[config.mk]
export PLATFORM = sky130hd
export DESIGN_NAME = brick_wall
export DESIGN_NICKNAME = d
export VERILOG_FILES = /design/src/rtl/brick_wall.sv
export SDC_FILE = /design/constraint.sdc
export NUM_CORES = 1
export LEC_CHECK = 0
export ABC_CLOCK_PERIOD_IN_PS = 7700
export CAP_MARGIN = 25
export CORE_MARGIN = 10
export CORE_UTILIZATION = 35
export DETAILED_ROUTE_END_ITERATION = 8
export PLACE_DENSITY = 0.52
export SLEW_MARGIN = 20
export SYNTH_ARGS = -nofsm -noshare
export SYNTH_HDL_FRONTEND = slang
export SYNTH_SLANG_ARGS = --single-unit
[constraint.sdc]
create_clock -name clock -period 7.7 [get_ports clock]
set_input_delay 1.54 -clock clock [delete_from_list [all_inputs] [get_ports clock]]
set_output_delay 1.54 -clock clock [all_outputs]
set_load 0.05 [all_outputs]
[src/rtl/brick_wall.sv]
// Breakout brick field: alive bitmap, registered per-pixel brick lookup for the colour mux,
// and a once-per-frame scan that removes the first alive brick touched by the ball.
module brick_wall #(
    parameter int ROWS    = 4,
    parameter int COLS    = 8,
    parameter int BRICK_W = 64,
    parameter int BRICK_H = 16,
    parameter int LEFT_X  = 64,
    parameter int TOP_Y   = 48,
    parameter int R_BALL  = 8
) (
    input  logic       clock,
    input  logic       reset,
    input  logic [9:0] next_x,
    input  logic [9:0] next_y,
    input  logic [9:0] x_ball,
    input  logic [9:0] y_ball,
    input  logic       frame_tick,
    input  logic       refill,
    output logic       brick_pixel,
    output logic [2:0] brick_row,
    output logic       hit_brick,
    output logic       bounce_y,
    output logic [7:0] bricks_left,
    output logic       cleared
);

    localparam int NUM     = ROWS * COLS;
    localparam int IDX_W   = (NUM > 1) ? $clog2(NUM) : 1;
    localparam int SHIFT_X = $clog2(BRICK_W);
    localparam int SHIFT_Y = $clog2(BRICK_H);
    localparam int FIELD_W = COLS * BRICK_W;
    localparam int FIELD_H = ROWS * BRICK_H;

    localparam logic [NUM-1:0] ALL_ALIVE  = {NUM{1'b1}};
    localparam logic [7:0]     FULL_COUNT = 8'(NUM);

    localparam logic signed [11:0] RAD     = 12'(R_BALL);
    localparam logic signed [11:0] PITCH_W = 12'(BRICK_W);
    localparam logic signed [11:0] PITCH_H = 12'(BRICK_H);

    localparam logic [1:0] IDLE = 2'd0;
    localparam logic [1:0] SCAN = 2'd1;
    localparam logic [1:0] DONE = 2'd2;

    logic [NUM-1:0]   alive;
    logic [1:0]       state;
    logic [IDX_W-1:0] scan_idx;
    logic [4:0]       scan_col;
    logic [3:0]       scan_row;
    logic [9:0]       ball_x_q;
    logic [9:0]       ball_y_q;

    // Pixel lookup: range checks happen on the raw coordinate so pixels left of or
    // above the field can never wrap into a valid column/row after the subtraction.
    logic [10:0]      px, py, dx, dy, pix_col, pix_row;
    logic [IDX_W-1:0] pix_idx;
    logic             in_field, on_gap, pixel_next;
    logic [2:0]       row_next;

    assign px       = {1'b0, next_x};
    assign py       = {1'b0, next_y};
    assign in_field = (px >= 11'(LEFT_X)) && (px < 11'(LEFT_X + FIELD_W)) &&
                      (py >= 11'(TOP_Y))  && (py < 11'(TOP_Y + FIELD_H));
    assign dx       = px - 11'(LEFT_X);
    assign dy       = py - 11'(TOP_Y);
    assign pix_col  = dx >> SHIFT_X;
    assign pix_row  = dy >> SHIFT_Y;
    assign pix_idx  = IDX_W'(pix_row * 11'(COLS) + pix_col);
    assign on_gap   = ((dx & 11'(BRICK_W - 1)) == 11'(BRICK_W - 1)) ||
                      ((dy & 11'(BRICK_H - 1)) == 11'(BRICK_H - 1));
    assign pixel_next = in_field && !on_gap && alive[pix_idx];
    assign row_next   = in_field ? pix_row[2:0] : 3'd0;

    // Overlap of the ball box with the full pitch rectangle, both edges inclusive.
    // Signed arithmetic keeps a ball near the origin from wrapping to a huge x/y.
    logic signed [11:0] ball_x, ball_y, brick_x, brick_y;
    logic               overlap, scan_hit, scan_last;

    assign ball_x    = $signed({2'b00, ball_x_q});
    assign ball_y    = $signed({2'b00, ball_y_q});
    assign brick_x   = 12'(LEFT_X) + (12'(scan_col) << SHIFT_X);
    assign brick_y   = 12'(TOP_Y)  + (12'(scan_row) << SHIFT_Y);
    assign overlap   = (ball_x - RAD <= brick_x + PITCH_W) && (ball_x + RAD >= brick_x) &&
                       (ball_y - RAD <= brick_y + PITCH_H) && (ball_y + RAD >= brick_y);
    assign scan_hit  = alive[scan_idx] && overlap;
    assign scan_last = (scan_idx == IDX_W'(NUM - 1));

    always_ff @(posedge clock) begin
        if (reset) begin
            alive       <= ALL_ALIVE;
            bricks_left <= FULL_COUNT;
            state       <= IDLE;
            scan_idx    <= '0;
            scan_col    <= '0;
            scan_row    <= '0;
            ball_x_q    <= '0;
            ball_y_q    <= '0;
            brick_pixel <= 1'b0;
            brick_row   <= 3'd0;
            hit_brick   <= 1'b0;
            bounce_y    <= 1'b0;
            cleared     <= 1'b0;
        end else begin
            brick_pixel <= pixel_next;
            brick_row   <= row_next;
            hit_brick   <= 1'b0;
            bounce_y    <= 1'b0;

            // Refill overrides everything, including a brick being cleared this cycle.
            if (refill) begin
                alive       <= ALL_ALIVE;
                bricks_left <= FULL_COUNT;
                state       <= IDLE;
                cleared     <= 1'b0;
            end else begin
                cleared <= (bricks_left == 8'd0);
                case (state)
                    IDLE: begin
                        if (frame_tick) begin
                            ball_x_q <= x_ball;
                            ball_y_q <= y_ball;
                            scan_idx <= '0;
                            scan_col <= '0;
                            scan_row <= '0;
                            state    <= SCAN;
                        end
                    end
                    SCAN: begin
                        if (scan_hit) begin
                            alive[scan_idx] <= 1'b0;
                            bricks_left     <= bricks_left - 8'd1;
                            hit_brick       <= 1'b1;
                            bounce_y        <= 1'b1;
                            state           <= DONE;
                        end else if (scan_last) begin
                            state <= DONE;
                        end else begin
                            scan_idx <= scan_idx + 1'b1;
                            if (scan_col == 5'(COLS - 1)) begin
                                scan_col <= '0;
                                scan_row <= scan_row + 4'd1;
                            end else begin
                                scan_col <= scan_col + 5'd1;
                            end
                        end
                    end
                    DONE:    state <= IDLE;
                    default: state <= IDLE;
                endcase
            end
        end
    end

endmodule
==> impl_summary.log, run 1 <==
INFO  metric global_route_wire_length_before_repair = 22000 microns
INFO  metric power_per_cell_area = 164.8 nW/um^2
INFO  metric final-seq-area = 1642 sq um
INFO  metric port_buffers = 58
INFO  metric final_cell_mix = sky130_fd_sc_hd__dfxtp_1, sky130_fd_sc_hd__nand2_1, sky130_fd_sc_hd__clkdlybuf4s50_1
INFO  metric worst_setup_hold_path_clk_slew = 0.06 ns
INFO  metric clock-sinks = 82
INFO  metric layout.core_utilization = 0.4222
INFO  metric synthFlopType = sky130_fd_sc_hd__dfxtp_1
INFO  metric antennaDiodeCount = 0
INFO  metric category_of_the_worst_setup_path_capture_point = register
INFO  metric cts_htree_levels = 3
INFO  metric max_freq = 0.2311 GHz
INFO  metric critical_path_arrival = 4.53 ns
INFO  metric worst-slew-pin-transition = 0.9929 ns
INFO  metric clock_latency = 0.35 ns
INFO  metric timing.final.crit_share = 0.5620
INFO  metric reg2reg_depth = 12
INFO  metric tritoncts = yes
INFO  metric die_y = 142.0 microns
INFO  metric ys_ff_latch = 82
INFO  metric setup-tns-final = 0 ns
INFO  metric grt_max_degree = 44
INFO  metric detail_route.wirelength = 13120 microns
INFO  metric first_iter_violations = 256
INFO  metric worst-r2r-setup-slack = 3.37 ns
INFO  metric critical_path_peak_fanout = 21
INFO  metric layout.cells.most_common = sky130_fd_sc_hd__dfxtp_1
INFO  metric ir_worst_vdd = 0.1202 mV
INFO  metric per_cell_via_count_in_the_routed_design = 5.352
INFO  metric routedWlPerCell = 15.80 microns
INFO  metric syn_to_final_growth = 17.88%
INFO  metric fill_cells = 1475
INFO  metric endpoint_of_the_worst_hold_timing_path = ball_x_q[2]$_SDFFE_PP0P_
INFO  metric worst_hold_path.num_cells = 2
INFO  metric max_cap_viol_count = 0
INFO  metric timing.critical_path.from = scan_col[0]$_SDFFE_PP0P_
INFO  metric dpl.cell_count = 814
INFO  metric via_count_of_the_first_global_routing_pass = 4504
INFO  metric fp-row-count = 44
INFO  metric final-instance-count-excl-fill = 830
INFO  metric synth_async_sr_flop_share = 0
INFO  metric timing.hold.worst.start = ball_x_q[2]$_SDFFE_PP0P_
INFO  metric antenna_violating_nets_post_route = 0
INFO  metric dpl_hpwl = 9581 microns
INFO  metric leakagePower = 2.201 nW
INFO  metric status = completed
INFO  metric ctsLongestPathBuffers = 2
INFO  metric antenna_found_initial = 0
INFO  metric critical_path.reg2reg.endpoint = alive[11]$_SDFFE_PP1P_
INFO  metric drc = 0
INFO  metric post_dp_cell_area = 5848 sq um
INFO  metric final_layout_size_suffix_gt1_frac = 0.06811
INFO  metric drt_pre_antenna_iters = 4
INFO  metric grt_overflow_total = 0
INFO  metric gpl.final_weighted_congestion = 0.8177
INFO  metric crit_path_start_kind = register
INFO  metric grt_use_total = 0.1313
INFO  metric stdcell_area = 6136 sq um
INFO  metric hold_viol_final = 0
INFO  metric detailroute.via_count = 4442
INFO  metric worstHoldPathType = register to register
INFO  metric finClkSkew = 0.009806 ns
INFO  metric r2r_start = scan_col[0]$_SDFFE_PP0P_
INFO  metric multi_input_comb_area = 3283 sq um
INFO  metric post_cts_buffers = 0
INFO  metric yosys.cell_types.count = 60
INFO  metric min_period = 4.327 ns
INFO  metric synth_nets = 700
INFO  metric synth_edf_count = 0
INFO  metric overall_die_area = 20150 sq um
INFO  metric nNetsFinal = 727
INFO  metric post_cts.resized_instances = 0
INFO  metric yosysSeqAreaShare = 0.3154
INFO  metric maxSlewHeadroom = 0.3372
INFO  metric summed_instance_area_of_the_synthesized_netlist = 5205 sq um
INFO  metric postSynthCellCount = 614
INFO  metric core_area = 14530 sq um
INFO  metric synth_warnings = 0
INFO  metric pin_count = 59
INFO  metric drv_slew = 0
INFO  metric mean_syn_cell_area = 8.477 sq um
INFO  metric post_cts_hold_buffer_count = 0
INFO  metric worst-endpoint-required = 7.90 ns
INFO  metric cts-buffers-inserted = 9
INFO  metric setup_viol_count_final = 0
INFO  metric setup.worst_path.class = register to register
INFO  metric die_w = 142.0 microns
INFO  metric clock_tree.root_cell = sky130_fd_sc_hd__clkbuf_16
INFO  metric start_util = 0.3581
INFO  metric unrepaired_setup_endpoints_after_global_routing = false
worst max-delay path by stage:
stage                                        end  slack [ns]
after floorplan           brick_pixel$_SDFF_PP0_        3.77
after global placement    brick_pixel$_SDFF_PP0_        3.12
after detailed placement  brick_pixel$_SDFF_PP0_        3.03
after CTS                 alive[11]$_SDFFE_PP1P_        3.38
after global routing      alive[11]$_SDFFE_PP1P_        2.99
final                     alive[11]$_SDFFE_PP1P_        3.37
critical path, stage by stage, from the launching register on:
cell	delay (ns)
sky130_fd_sc_hd__dfxtp_1	0.46
sky130_fd_sc_hd__inv_1	0.12
sky130_fd_sc_hd__ha_1	0.36
sky130_fd_sc_hd__nor3_1	0.29
sky130_fd_sc_hd__xor2_1	0.13
sky130_fd_sc_hd__ha_1	0.32
sky130_fd_sc_hd__nand3_1	0.08
sky130_fd_sc_hd__or4b_1	0.52
sky130_fd_sc_hd__a31oi_1	0.26
sky130_fd_sc_hd__nand4_2	0.49
sky130_fd_sc_hd__nor3_4	0.79
sky130_fd_sc_hd__buf_8	0.24
sky130_fd_sc_hd__a31oi_1	0.10
cell usage after synthesis, types with 5 or more instances:
library cell                n  area share
sky130_fd_sc_hd__or4_1      7       0.010
sky130_fd_sc_hd__or3_1      8      0.0096
sky130_fd_sc_hd__buf_1      5      0.0036
sky130_fd_sc_hd__nor2b_1    6      0.0072
sky130_fd_sc_hd__nand3_1   17       0.016
sky130_fd_sc_hd__nor2_1    57       0.041
sky130_fd_sc_hd__and3_1    11       0.013
sky130_fd_sc_hd__xnor2_1   15       0.025
sky130_fd_sc_hd__nand4_1    6      0.0072
sky130_fd_sc_hd__xor2_1    20       0.034
sky130_fd_sc_hd__nand2b_1   6      0.0072
sky130_fd_sc_hd__nand2_1   70       0.050
sky130_fd_sc_hd__a21oi_1   29       0.028
sky130_fd_sc_hd__clkbuf_1  29       0.021
sky130_fd_sc_hd__o31ai_1    7       0.010
sky130_fd_sc_hd__a31oi_1   36       0.043
sky130_fd_sc_hd__buf_2      6      0.0058
sky130_fd_sc_hd__mux2i_1   21       0.040
sky130_fd_sc_hd__dfxtp_1   82        0.32
sky130_fd_sc_hd__nor3_1    22       0.021
sky130_fd_sc_hd__inv_1     22       0.016
sky130_fd_sc_hd__nor4_1     6      0.0072
sky130_fd_sc_hd__mux4_2    12       0.052
sky130_fd_sc_hd__ha_1      42        0.10
sky130_fd_sc_hd__o21ai_0   11       0.011
kinds of logic (layout without fill, tap and decap cells):
| group | after synthesis | after routing | synth area share |
|---|---|---|---|
| AND/OR/NAND/NOR | 235 | 235 | 0.2226 |
| buffers and inverters | 67 | 99 | 0.05625 |
| multiplexers | 37 | 37 | 0.1010 |
| flip-flops | 82 | 82 | 0.3154 |
| other | 2 | 2 | 0.001443 |
| XOR/XNOR | 35 | 35 | 0.05890 |
| adder cells (fa/ha/maj) | 42 | 42 | 0.1010 |
| AO/OA/AOI/OAI | 114 | 114 | 0.1435 |
per-stage QoR:
| stage | power (W) | worst slack (ns) | hold WS (ns) |
|---|---|---|---|
| floorplan | 0.0005504 | 3.767 | 0.4360 |
| global placement | 0.0005991 | 3.121 | 0.4438 |
| detailed placement | 0.0006011 | 3.032 | 0.4483 |
| CTS | 0.001025 | 3.375 | 0.4572 |
| global route | 0.001059 | 2.994 | 0.4780 |
| finish | 0.001011 | 3.373 | 0.4521 |
metal layers:
layer	track usage	vias to the layer above	share of wire
li1	-	2259	-
met1	0.1593	2069	0.47
met2	0.2228	95	0.47
met3	0.02737	19	0.047
met4	0.05003	0	0.013
met5	0	-	0
power by group:
group	leakage, nW	internal [W]	switching, W
Sequential	0.665	0.000431	0.0000116
Clock	0.132	0.000230	0.000190
Combinational	1.40	0.0000693	0.0000787
Total	2.20	0.000730	0.000281
registers in the layout, summed over array words and instances, names as in the netlist:
signal,flops
alive,32
ball_x_q,10
ball_y_q,10
bounce_y,1
brick_pixel,1
brick_row,3
bricks_left,8
cleared,1
scan_col,5
scan_idx,5
scan_row,4
state,2
final cells by class:
class	instances	area share
Clock inverter	6	0.007953
Inverter	22	0.01346
Tap cell	184	0.03752
Multi-Input combinational cell	465	0.5351
Clock buffer	10	0.03895
Sequential cell	82	0.2675
Timing Repair Buffer	61	0.09951
Note: power is estimated with default switching activity, not from simulation.
==> run 2, diff against run 1 <==
--- a/config.mk
+++ b/config.mk
@@ -5,12 +5,12 @@
 export SDC_FILE = /design/constraint.sdc
 export NUM_CORES = 1
 export LEC_CHECK = 0
-export ABC_CLOCK_PERIOD_IN_PS = 7700
+export ABC_CLOCK_PERIOD_IN_PS = 3900
 export CAP_MARGIN = 25
 export CORE_MARGIN = 10
 export CORE_UTILIZATION = 35
 export DETAILED_ROUTE_END_ITERATION = 8
-export PLACE_DENSITY = 0.52
+export PLACE_DENSITY = 0.54
 export SLEW_MARGIN = 20
 export SYNTH_ARGS = -nofsm -noshare
 export SYNTH_HDL_FRONTEND = slang
==> constraint.sdc (replaced) <==
create_clock -name clock -period 3.9 [get_ports clock]
set_input_delay 0.78 -clock clock [delete_from_list [all_inputs] [get_ports clock]]
set_output_delay 0.78 -clock clock [all_outputs]
set_load 0.05 [all_outputs]
==> impl_summary.log, run 2 (synthesized netlist as in run 1, its figures left out) <==
INFO  metric clock_latency = 0.35 ns (about the same)
INFO  metric drv_slew = 0 (unchanged)
INFO  metric nNetsFinal = 734 (was 727)
INFO  metric core_area = 14530 sq um (unchanged)
INFO  metric multi_input_comb_area = 3306 sq um (was 3283 sq um)
INFO  metric critical_path_buf_inv_count = 1 (was 2)
INFO  metric largest_registers = alive (32), ball_x_q (10), ball_y_q (10) (unchanged)
INFO  metric worst_setup_hold_path_clk_slew = 0.06 ns (about the same)
INFO  metric syn_to_final_growth = 19.74% (was 17.88%)
INFO  metric largest_reg_flops = 32 (unchanged)
INFO  metric setup_viol_count_final = 0 (unchanged)
INFO  metric leakagePower = 2.236 nW (was 2.201 nW)
INFO  metric worstHoldPathType = register to register (unchanged)
INFO  metric final_cell_mix = sky130_fd_sc_hd__dfxtp_1, sky130_fd_sc_hd__nand2_1, sky130_fd_sc_hd__clkdlybuf4s50_1 (unchanged)
INFO  metric post_cts.resized_instances = 0 (unchanged)
INFO  metric antennaDiodeCount = 0 (unchanged)
INFO  metric worst-endpoint-required = 4.17 ns (was 7.90 ns)
INFO  metric maxSlewHeadroom = 0.4194 (was 0.3372)
INFO  metric clock_tree.root_cell = sky130_fd_sc_hd__clkbuf_16 (unchanged)
INFO  metric critical_path_arrival = 3.96 ns (was 4.53 ns)
INFO  metric timing.critical_path.from = scan_col[0]$_SDFFE_PP0P_ (unchanged)
INFO  metric via_count_of_the_first_global_routing_pass = 4465 (was 4504)
INFO  metric cts-buffers-inserted = 9 (unchanged)
INFO  metric fp-row-count = 44 (unchanged)
INFO  metric timing.final.ws_setup = 0.2117 ns (was 3.373 ns)
INFO  metric status = completed (unchanged)
INFO  metric grt_use_total = 0.1303 (was 0.1313)
INFO  metric worst-slew-pin-transition = 0.8677 ns (was 0.9929 ns)
INFO  metric layout.cells.most_common = sky130_fd_sc_hd__dfxtp_1 (unchanged)
INFO  metric antenna_violating_nets_post_route = 0 (unchanged)
INFO  metric ctsLongestPathBuffers = 2 (unchanged)
INFO  metric timing.hold.worst.start = ball_x_q[1]$_SDFFE_PP0P_ (was ball_x_q[2]$_SDFFE_PP0P_)
INFO  metric critical_path_cell_by_cell = ha_2, nand3_1, xor2_2, xor2_1, ha_1, nand3_1, or4b_1, a31oi_2, nand4_2, buf_4, or4_1, a21oi_1 (was inv_1, ha_1, nor3_1, xor2_1, ha_1, nand3_1, or4b_1, a31oi_1, nand4_2, nor3_4, buf_8, a31oi_1)
INFO  metric post_cts_buffers = 0 (unchanged)
INFO  metric per_cell_via_count_in_the_routed_design = 5.365 (was 5.352)
INFO  metric drc = 0 (unchanged)
INFO  metric min_period = 3.688 ns (was 4.327 ns)
INFO  metric tritoncts = yes (unchanged)
INFO  metric post_cts_hold_buffer_count = 0 (unchanged)
INFO  metric cpMostUsedCell = sky130_fd_sc_hd__nand3_1
INFO  metric crit_path_start_kind = register (unchanged)
INFO  metric routedWlPerCell = 15.66 microns (was 15.80 microns)
INFO  metric cts_htree_levels = 3 (unchanged)
INFO  metric detailroute.via_count = 4485 (was 4442)
INFO  metric cpPeakStageDelay = 0.55 ns (was 0.79 ns)
INFO  metric global_route_wire_length_before_repair = 21640 microns (was 22000 microns)
INFO  metric critical_path_peak_fanout = 17 (was 21)
INFO  metric grt_max_degree = 38 (was 44)
INFO  metric detail_route.wirelength = 13090 microns (was 13120 microns)
INFO  metric die_y = 142.0 microns (unchanged)
INFO  metric finClkSkew = 0.009940 ns (was 0.009806 ns)
INFO  metric hold_viol_final = 0 (unchanged)
INFO  metric placement.setup.worst_slack = 0.1033 ns (was 3.032 ns)
INFO  metric post_dp_cell_area = 5892 sq um (was 5848 sq um)
INFO  metric final-seq-area = 1644 sq um (was 1642 sq um)
INFO  metric layout.core_utilization = 0.4288 (was 0.4222)
INFO  metric category_of_the_worst_setup_path_capture_point = register (unchanged)
INFO  metric pin_count = 59 (unchanged)
INFO  metric gpl.final_weighted_congestion = 0.8464 (was 0.8177)
INFO  metric port_buffers = 58 (unchanged)
INFO  metric max_cap_viol_count = 0 (unchanged)
INFO  metric dpl_hpwl = 9759 microns (was 9581 microns)
INFO  metric timing.final.crit_share = 0.9457 (was 0.5620)
INFO  metric drt_pre_antenna_iters = 4 (unchanged)
INFO  metric grt_overflow_total = 0 (unchanged)
INFO  metric final_layout_size_suffix_gt1_frac = 0.08742 (was 0.06811)
INFO  metric power_per_cell_area = 324.1 nW/um^2 (was 164.8 nW/um^2)
INFO  metric start_util = 0.3581 (unchanged)
INFO  metric setup.worst_path.class = register to register (unchanged)
INFO  metric first_iter_violations = 181 (was 256)
INFO  metric r2r_start = scan_col[0]$_SDFFE_PP0P_ (unchanged)
INFO  metric ir_worst_vdd = 0.2251 mV (was 0.1202 mV)
INFO  metric stdcell_area = 6232 sq um (was 6136 sq um)
INFO  metric critical-path-top-delay-family = simple AND/OR/NAND/NOR gates (unchanged)
INFO  metric regMostFlops = alive (unchanged)
INFO  metric timing.critical_path.slowest_stage_cell = sky130_fd_sc_hd__or4b_1 (was sky130_fd_sc_hd__nor3_4)
INFO  metric overall_die_area = 20150 sq um (unchanged)
INFO  metric clock-sinks = 82 (unchanged)
INFO  metric max_freq = 0.2711 GHz (was 0.2311 GHz)
INFO  metric fill_cells = 1463 (was 1475)
INFO  metric antenna_found_initial = 0 (unchanged)
INFO  metric design_power_total = 0.002020 W (was 0.001011 W)
INFO  metric die_w = 142.0 microns (unchanged)
[run 2: layout make-up]
class | count | area share
clock buffers | 10 | 0.03835
clock inverters | 5 | 0.008834
inverters | 22 | 0.01325
multi-input cells | 465 | 0.5304
flip-flops and latches | 82 | 0.2638
well taps | 184 | 0.03694
repair buffers | 68 | 0.1084
[run 2: worst paths after layout]
path              slack [ns]  cells past startpoint                           to
setup / recovery        0.21                     12  bricks_left[6]$_SDFFE_PP0P_
hold reg to reg         0.46                      2     ball_x_q[1]$_SDFFE_PP0P_
setup reg to reg        0.21                     12  bricks_left[6]$_SDFFE_PP0P_
hold / removal          0.46                      2     ball_x_q[1]$_SDFFE_PP0P_
[run 2: routing by layer]
metal / up-vias / wire length [microns] / track usage
li1: 2275 / - / -
met1: 2116 / 6013 / 0.1531
met3: 16 / 577 / 0.04272
met2: 78 / 6298 / 0.2199
met4: 0 / 201 / 0.04034
met5: - / 0 / 0
[run 2: worst min-delay path, delay by kind of cell (launching register included)]
family / cells / cell delay (ns)
flops: 1 / 0.31
simple gates: 1 / 0.05
compound gates: 1 / 0.05
[run 2: power by group]
| part | internal [W] | leakage, nW | switching [W] | total, W |
|---|---|---|---|---|
| Combinational | 0.000142 | 1.43 | 0.000158 | 0.000300 |
| Clock | 0.000507 | 0.140 | 0.000340 | 0.000847 |
| Sequential | 0.000851 | 0.666 | 0.0000215 | 0.000872 |
| Total | 0.00150 | 2.24 | 0.000520 | 0.00202 |
[run 2: metrics by stage]
stage / std cells / hold WS, ns / TNS [ns]
2_1_floorplan: 614 / 0.4360 / 0
3_3_place_gp: 820 / 0.4454 / 0
3_5_place_dp: 820 / 0.4501 / 0
4_1_cts: 835 / 0.4589 / 0
5_1_grt: 836 / 0.4842 / -0.02428
6_report: 836 / 0.4562 / 0
